**src/rtl/dmem_access_ctrl.sv**
```systemverilog
`timescale 1ns/1ps
// -----------------------------------------------------------------------------
// dmem_access_ctrl
// MEM-stage data-memory access controller. It checks load/store alignment and
// issues one word-aligned bus transaction with byte enables and lane-replicated
// store data. The pipeline is stalled until the bus acknowledges. The raw read
// word, its byte address and its size code are then handed downstream.
//
// Optional feature: define DMEM_TIMEOUT_EN to abort a bus transaction that has
// not been acknowledged within TIMEOUT_CYCLES bus cycles (raises exc_bus).
// Without the macro the controller waits indefinitely and exc_bus is tied low.
// -----------------------------------------------------------------------------
module dmem_access_ctrl #(
    parameter int TIMEOUT_CYCLES = 255
) (
    input  logic        clk,
    input  logic        reset_n,
    // MEM-stage request
    input  logic        req_valid,
    input  logic        req_we,
    input  logic [2:0]  req_op,
    input  logic [31:0] req_addr,
    input  logic [31:0] req_wdata,
    // pipeline control and load result
    output logic        stall,
    output logic        rd_valid,
    output logic [31:0] rd_data,
    output logic [31:0] rd_addr,
    output logic [2:0]  rd_op,
    // exceptions
    output logic        exc_adel,
    output logic        exc_ades,
    output logic        exc_bus,
    // data bus
    output logic        bus_req,
    output logic        bus_we,
    output logic [31:0] bus_addr,
    output logic [3:0]  bus_be,
    output logic [31:0] bus_wdata,
    input  logic        bus_ack,
    input  logic [31:0] bus_rdata
);

    typedef enum logic [1:0] {
        ST_IDLE = 2'd0,
        ST_BUS  = 2'd1,
        ST_DONE = 2'd2
    } state_t;

    state_t      state;
    state_t      state_next;

    logic        is_byte;
    logic        is_half;
    logic        aligned;
    logic        accept;
    logic        timeout_hit;
    logic        bus_err_q;
    logic [3:0]  be_next;
    logic [31:0] wdata_next;
    logic [31:0] addr_q;
    logic [2:0]  op_q;

    // A zero timeout would make the counter compare meaningless.
    if (TIMEOUT_CYCLES < 1) begin : g_param_check
        $error("dmem_access_ctrl: TIMEOUT_CYCLES must be at least 1");
    end

    // Decode the access size and check natural alignment of the request.
    always_comb begin
        is_byte = (req_op == 3'b001) || (req_op == 3'b010);
        is_half = (req_op == 3'b011) || (req_op == 3'b100);
        if (is_byte) begin
            aligned = 1'b1;
        end else if (is_half) begin
            aligned = ~req_addr[0];
        end else begin
            aligned = (req_addr[1:0] == 2'b00);
        end
    end

    // Derive byte enables and replicate store data onto every lane it may use.
    always_comb begin
        // NOTE: defaults first so every path assigns both outputs; no latch.
        be_next    = 4'b1111;
        wdata_next = req_wdata;
        if (req_we) begin
            if (is_byte) begin
                be_next    = 4'b0001 << req_addr[1:0];
                wdata_next = {4{req_wdata[7:0]}};
            end else if (is_half) begin
                be_next    = req_addr[1] ? 4'b1100 : 4'b0011;
                wdata_next = {2{req_wdata[15:0]}};
            end
        end
    end

    assign accept = (state == ST_IDLE) && req_valid && aligned;

    // State register; async reset drops bus_req without waiting for a clock.
    always_ff @(posedge clk or negedge reset_n) begin
        if (!reset_n) begin
            // NOTE: non-blocking for all clocked state so reads see pre-edge values.
            state <= ST_IDLE;
        end else begin
            state <= state_next;
        end
    end

    // Next-state logic: one bus transaction per accepted request.
    always_comb begin
        state_next = state;
        case (state)
            ST_IDLE: if (accept) state_next = ST_BUS;
            ST_BUS:  if (bus_ack || timeout_hit) state_next = ST_DONE;
            ST_DONE: state_next = ST_IDLE;
            default: state_next = ST_IDLE;
        endcase
    end

    // Output decode: stall, result strobe, exceptions and bus request.
    always_comb begin
        stall    = accept || (state == ST_BUS);
        bus_req  = (state == ST_BUS);
        rd_valid = (state == ST_DONE) && !bus_we && !bus_err_q;
        exc_adel = (state == ST_IDLE) && req_valid && !aligned && !req_we;
        exc_ades = (state == ST_IDLE) && req_valid && !aligned &&  req_we;
        exc_bus  = (state == ST_DONE) && bus_err_q;
    end

    // Latch the bus transaction on acceptance; it stays stable through BUS.
    always_ff @(posedge clk or negedge reset_n) begin
        if (!reset_n) begin
            bus_we    <= 1'b0;
            bus_addr  <= 32'h0000_0000;
            bus_be    <= 4'b0000;
            bus_wdata <= 32'h0000_0000;
            addr_q    <= 32'h0000_0000;
            op_q      <= 3'b000;
        end else if (accept) begin
            bus_we    <= req_we;
            bus_addr  <= {req_addr[31:2], 2'b00};
            bus_be    <= be_next;
            bus_wdata <= wdata_next;
            addr_q    <= req_addr;
            op_q      <= req_op;
        end
    end

    // Capture the read word with its address and size when the bus acks.
    always_ff @(posedge clk or negedge reset_n) begin
        if (!reset_n) begin
            rd_data <= 32'h0000_0000;
            rd_addr <= 32'h0000_0000;
            rd_op   <= 3'b000;
        end else if ((state == ST_BUS) && bus_ack) begin
            rd_data <= bus_rdata;
            rd_addr <= addr_q;
            rd_op   <= op_q;
        end
    end

`ifdef DMEM_TIMEOUT_EN
    localparam int CNT_W = ($clog2(TIMEOUT_CYCLES + 1) > 8) ? $clog2(TIMEOUT_CYCLES + 1) : 8;

    logic [CNT_W-1:0] bus_cnt;

    // The last permitted BUS cycle without an ack aborts; an ack in it wins.
    assign timeout_hit = (state == ST_BUS) && !bus_ack &&
                         (bus_cnt == CNT_W'(TIMEOUT_CYCLES - 1));

    // Count unacknowledged BUS cycles and remember whether we timed out.
    always_ff @(posedge clk or negedge reset_n) begin
        if (!reset_n) begin
            bus_cnt   <= '0;
            bus_err_q <= 1'b0;
        end else if (accept) begin
            bus_cnt   <= '0;
            bus_err_q <= 1'b0;
        end else if ((state == ST_BUS) && !bus_ack) begin
            bus_cnt <= bus_cnt + 1'b1;
            if (timeout_hit) begin
                bus_err_q <= 1'b1;
            end
        end
    end
`else
    assign timeout_hit = 1'b0;
    assign bus_err_q   = 1'b0;
`endif

endmodule

```
**config.mk**
```make
export PLATFORM = sky130hd
export DESIGN_NAME = dmem_access_ctrl
export DESIGN_NICKNAME = d
export VERILOG_FILES = /design/src/rtl/dmem_access_ctrl.sv
export SDC_FILE = /design/constraint.sdc
export NUM_CORES = 1
export LEC_CHECK = 0
export BUFFER_PORTS_ARGS = -buffer_cell sky130_fd_sc_hd__buf_2
export CAP_MARGIN = 0
export CORE_UTILIZATION = 50
export DETAILED_ROUTE_END_ITERATION = 10
export PLACE_DENSITY_LB_ADDON = 0.15
export SETUP_SLACK_MARGIN = 0.02
export SLEW_MARGIN = 30
export SYNTH_ARGS = -nofsm -noshare
export SYNTH_HDL_FRONTEND = slang
export SYNTH_SLANG_ARGS = --single-unit
```
**constraint.sdc**
```tcl
create_clock -name clk -period 1.9 [get_ports clk]
set_clock_uncertainty 0.1 [all_clocks]
set_input_delay 0.095 -clock clk [delete_from_list [all_inputs] [get_ports clk]]
set_output_delay 0.095 -clock clk [all_outputs]
set_load 0.005 [all_outputs]
```
### After elaboration in Yosys (flattened, before gate mapping)

Cells that the tools add are included.

| storage, ports and cells | value |
|---|---|
| bits in read-only memories | 0 |
| latch bits | 0 |
| flip-flop bits (word level) | 171 |
| input bits | 104 |
| memories | 0 |
| memory bits (writable) | 0 |

| cells by class | value |
|---|---|
| bitwise gates (word level) | 1 |
| reduce and logical (&&, ||, !) cells | 16 |
| muxes and demuxes | 12 |
| $add $sub $neg | 0 |
| shift-type cells | 1 |
| div/mod/pow operators | 0 |
| order comparisons | 0 |
| equal/unequal tests | 8 |
| multipliers | 0 |

Operators with widths:

| kind | number |
|---|---|
| 2-to-1 mux 32 bit | 3 |
| 2-to-1 mux 4 bit | 4 |
| logical AND 1 bit | 7 |
| equality test 3 x 2 -> 1 bit (second input constant) | 2 |
| zero test 2 bit | 2 |
| 2-to-1 mux 2 bit | 2 |
| case mux 2 bit (2 select lines) | 1 |
| << shifter 1 x 2 -> 4 bit (first input constant) | 1 |
| equality test 3 x 1 -> 1 bit (second input constant) | 1 |
| equality test 3 bit (second input constant) | 1 |
| zero test 1 bit | 3 |
| logical OR 1 bit | 3 |
| equality test 2 x 1 -> 1 bit (second input constant) | 1 |
| equality test 2 bit (second input constant) | 1 |
| 2-to-1 mux 1 bit | 2 |
| != test 2 x 1 -> 1 bit (second input constant) | 1 |
| != test 2 bit (second input constant) | 1 |
| AND reduction 2 bit | 1 |
| inverter 1 bit | 1 |

### Depth between registers and ports, before layout

| depth | value |
|---|---|
| depth in word-level cells | 7 |
| mapped depth | 7 |
| mapped depth without buffers | 4 |

### Worst setup path after synthesis

OpenSTA, ideal clock, no wires.

| timing | value |
|---|---|
| kind | input -> register |
| start | input port req_op[1] |
| end | register bus_wdata[16] |
| stages on the path | 5 |
| setup slack | 252 ps |
| arrival time | 1,422 ps |
| required time | 1,675 ps |
| setup time | 125 ps |
| path through | buf_6 > or3_1 > nand3_1 > mux2_1 > mux2_4 |

| between the ends | value |
|---|---|
| word-level cells in the longest chain between the ends | 5 |
| elaborated cells on any way between the ends | 12 |
| those cells by class | eq/ne (4); mux (5); reduce/logical (3) |

Ends and longest elaborated chain:

| element | line | source |
|---|---|---|
| start, declared | 21 | `input logic [2:0] req_op,` |
| equality test 3 x 2 -> 1 bit / equality test 3 bit (equally long branches) | 72 | `is_half = (req_op == 3'b011) \|\| (req_op == 3'b100);` |
| logical OR 1 bit | 72 |  |
| 2-to-1 mux 32 bit / 2-to-1 mux 1 bit (equally long branches) | 91, 75 |  |
| 2-to-1 mux 32 bit / 2-to-1 mux 1 bit (equally long branches) | 88, 73 |  |
| 2-to-1 mux 32 bit / logical AND 1 bit (equally long branches) | 87, 98 |  |
| end signal, assigned | 144 | `bus_wdata <= wdata_next;` |
| end, declared | 39 | `output logic [31:0] bus_wdata,` |

Several ways; a longest one is shown, not always the timed one.
A chain may end at the register's enable or synchronous reset.

### Worst setup path in the final report

| timing | value |
|---|---|
| start | register state[0] |
| end | output port stall |

| between the ends | value |
|---|---|
| word-level cells in the longest chain between the ends | 4 |
| elaborated cells on any way between the ends | 5 |
| those cells by class | eq/ne (1); reduce/logical (4) |

Ends and longest elaborated chain:

| element | line | source |
|---|---|---|
| start, declared | 50 | `state_t state;` |
| start signal, assigned | 106 | `state <= state_next;` |
| zero test 2 bit | 98 | `assign accept = (state == ST_IDLE) && req_valid && aligned;` |
| logical AND 1 bit (2 in a row) | 98 |  |
| logical OR 1 bit (*) | 123 | `stall = accept \|\| (state == ST_BUS);` |
| end, declared | 25 | `output logic stall,` |

Every way passes the cells marked *; elsewhere a longest branch is shown, timed or not.

==> flow_summary.yaml <==
run_status:
  outcome: "complete, no violations"
critical_path:
  crit_path_start_kind: "flop"
  worstSetupPathType: "flop to output port"
  crit_arrival_ns: 1.60
  r2r_end: "addr_q[10]"
  crit_end: "stall"
  endpoint_kind: "output port"
  critPathLaunch: "state[0]"
  reg2reg_slack_ns: 0.16
  required_ns: 1.70
  rr_worst_depth: 6
  r2r-start: "state[0]"
  critical_path.max_fanout: 8
finish:
  areaGrowthSynthToFinish_pct: 43.53
  drive_gt1_share_pct: 54.95
  antenna_cells: 0
  fin_util_pct: 73.97
  final_nets: 868
synthesis:
  post_synth.cell_area_avg_um2: 14.87
  yosys_warnings: 0
  ys_ff_latch: 141
  yosysSeqAreaShare_pct: 53.82
  syn_inst: 441
  ys_types: 46
  synth_edf_count: 0
  mappedNetlistArea_um2: 6556
  ys.flop_type: "dfrtp_1"
  async_flop_share_pct: 100.0
cts:
  clockRootBuffer: "clkbuf_16"
  cts_made_buffers: 17
  cts_buffer_depth: 2
  clk_latency_ns: 0.42
  clkSinkCount: 141
  cts_tree: "done"
  clk_pin_slew_ns: 0.06
  htree_levels: 4
pwr:
  pwr-share-clk_pct: 27.8
  p_int_w: 0.008794
  power_frac_seq_pct: 40.9
  vdd_drop_max_uv: 552.8
  switchingPower_w: 0.003359
  netSwitchingFraction_pct: 27.64
  p_comb_share_pct: 31.3
  power.leakage_nw: 4.691
  p_per_area_nw_per_um2: 1291
sta:
  layout_setup_ws_ns: 0.1086
  rsz0062_at_grt: "no"
  fmax_ghz: 0.5582
  tns_ns: 0
  hold_viol_final: 0
  slew_violations: 0
  fin_crit_ns: 1.791
  fin_crit_sh_pct: 94.28
  setup_viol: 0
placed_design:
  port_buffers: 242
  routabilityCongestion: 0.7593
  dp_hpwl_um: 10600
  dp_slack_ns: 0.1074
grt:
  grt_pass1_vias: 4945
  grt_max_degree: 52
  use_met3_pct: 6.487
  grt_pass1_wl_um: 24850
  overflow: 0
  gr-usage-met2_pct: 42.80
  antenna_found_initial: 0
  met1_usage_pct: 28.64
  grt_use_total_pct: 24.61
  gr-max-usage-layer: "met2"
hold_path:
  worstHoldStart: "req_wdata[24]"
  hp-class: "input port to flop"
drt:
  drcViolationCount: 0
  ant_nets: 0
  via_per_inst: 5.016
  vias: 4760
  drtIter0Drc: 252
  wl_per_cell_um: 17.32
  drt-total-wl_um: 16440
  firstDrtPassIters: 5
floorplan:
  core-area_um2: 12720
  io_pins: 246
  die_area_um2: 13570
  initial_utilization_pct: 51.53
  rows: 41
  fp.dieW_um: 116.5
  die_y_um: 116.5
flow_run:
  cap_violations: 0
==> metal layers <==
layer,vias to the layer above,part of all wire [%]
met5,-,0
met4,0,2.2
met3,32,5.7
met2,174,52
met1,2355,40
li1,2199,-
==> Yosys cell counts (all sizes together), types with 2 or more instances <==
cell | number | area, µm²
a221oi | 9 | 78.83
buf | 54 | 424.2
clkbuf | 2 | 7.510
dfrtp | 141 | 3528
inv | 9 | 33.78
mux2 | 151 | 1903
mux2i | 10 | 100.1
nand2 | 5 | 18.77
nand2b | 10 | 62.56
nor2 | 2 | 7.510
nor3 | 2 | 21.27
nor3b | 3 | 38.79
nor4 | 2 | 12.51
o21ai | 4 | 23.77
o221ai | 2 | 17.52
o22ai | 6 | 37.54
o2bb2ai | 6 | 52.55
o31ai | 6 | 45.04
==> per-stage QoR <==
step / hold WS, ns / cells / power, W / cell area [µm²]
2_1_floorplan: -0.3006 / 443 / 0.007069 / 6564
3_3_place_gp: -0.02815 / 820 / 0.008458 / 7818
3_5_place_dp: -0.02787 / 820 / 0.008617 / 7818
4_1_cts: 0.0008069 / 944 / 0.01221 / 9373
5_1_grt: 0.03289 / 949 / 0.01286 / 9410
6_report: 0.02128 / 949 / 0.01215 / 9410
==> power groups by stage <==
stage	Sequential [W]	Combinational, W	Clock, W
floorplan	0.00499	0.00208	0
global placement	0.00490	0.00356	0
detailed placement	0.00499	0.00363	0
CTS	0.00495	0.00381	0.00345
global route	0.00512	0.00416	0.00358
finish	0.00497	0.00381	0.00338
==> state kept, by name, summed over array words and instances, names as in the netlist <==
register and flops:
state 2, addr_q 32, op_q 3, rd_addr 32, rd_data 32, rd_op 3, bus_be 4, bus_we 1
bus_wdata 32
==> worst min path at each step <==
| stage | slack [ns] | depth (start not counted) | to |
|---|---|---|---|
| after floorplan | -0.30 | 0 | addr_q[0] |
| after global placement | -0.03 | 1 | addr_q[23] |
| after detailed placement | -0.03 | 1 | addr_q[27] |
| after CTS | 0.0008 | 4 | bus_wdata[24] |
| after global routing | 0.03 | 4 | bus_wdata[24] |
| final | 0.02 | 4 | bus_wdata[24] |
==> worst max-delay path: stages (launching register included) <==
cell and delay (ns):
dfrtp_1 0.39, nor2_1 0.11, nand2_1 0.11, o21bai_4 0.23
buf_12 0.16, nand2_1 0.07, buf_2 0.11
==> cells by family after synthesis <==
kind of cell | after synthesis | share of synthesized area (%)
flip-flops | 141 | 53.82
multiplexers | 161 | 30.55
AO/OA/AOI/OAI | 42 | 5.038
XOR/XNOR | 1 | 0.4199
other | 1 | 0.05720
buffers and inverters | 66 | 7.156
AND/OR/NAND/NOR | 29 | 2.958
==> cell type report <==
type,instances,area (µm²)
timing repair buffer,358,2441
inverter,10,37.54
multi-input combinational,236,2576
tap,172,215.2
fill,859,3312
clock buffer,22,474.2
clock inverter,10,137.6
sequential,141,3528
==> cells in the final DEF (no fill, tap or decap), types with 3 or more instances in the layout <==
cell             n
buf_2          241
dfrtp_1        141
dlygate4sd3_1   91
mux2_2          67
mux2_4          54
mux2_1          30
clkbuf_16       17
buf_4           16
nand2b_1        10
mux2i_1         10
inv_1            9
a221oi_1         9
buf_12           8
o22ai_1          6
o31ai_1          6
o2bb2ai_1        6
nand2_1          4
conb_1           3
clkbuf_8         3
bufinv_16        3
clkinv_2         3
==> repair_timing <==
action | in CTS | in global routing
endpoints found under the setup margin | 1 | 1
endpoints found under the hold margin | 233 | 0
gates resized for setup | 0 | 0
hold buffers | 91 | 0
setup buffers | 0 | 5
cloned | 1 | 0
(Power assumes the default switching activity.)
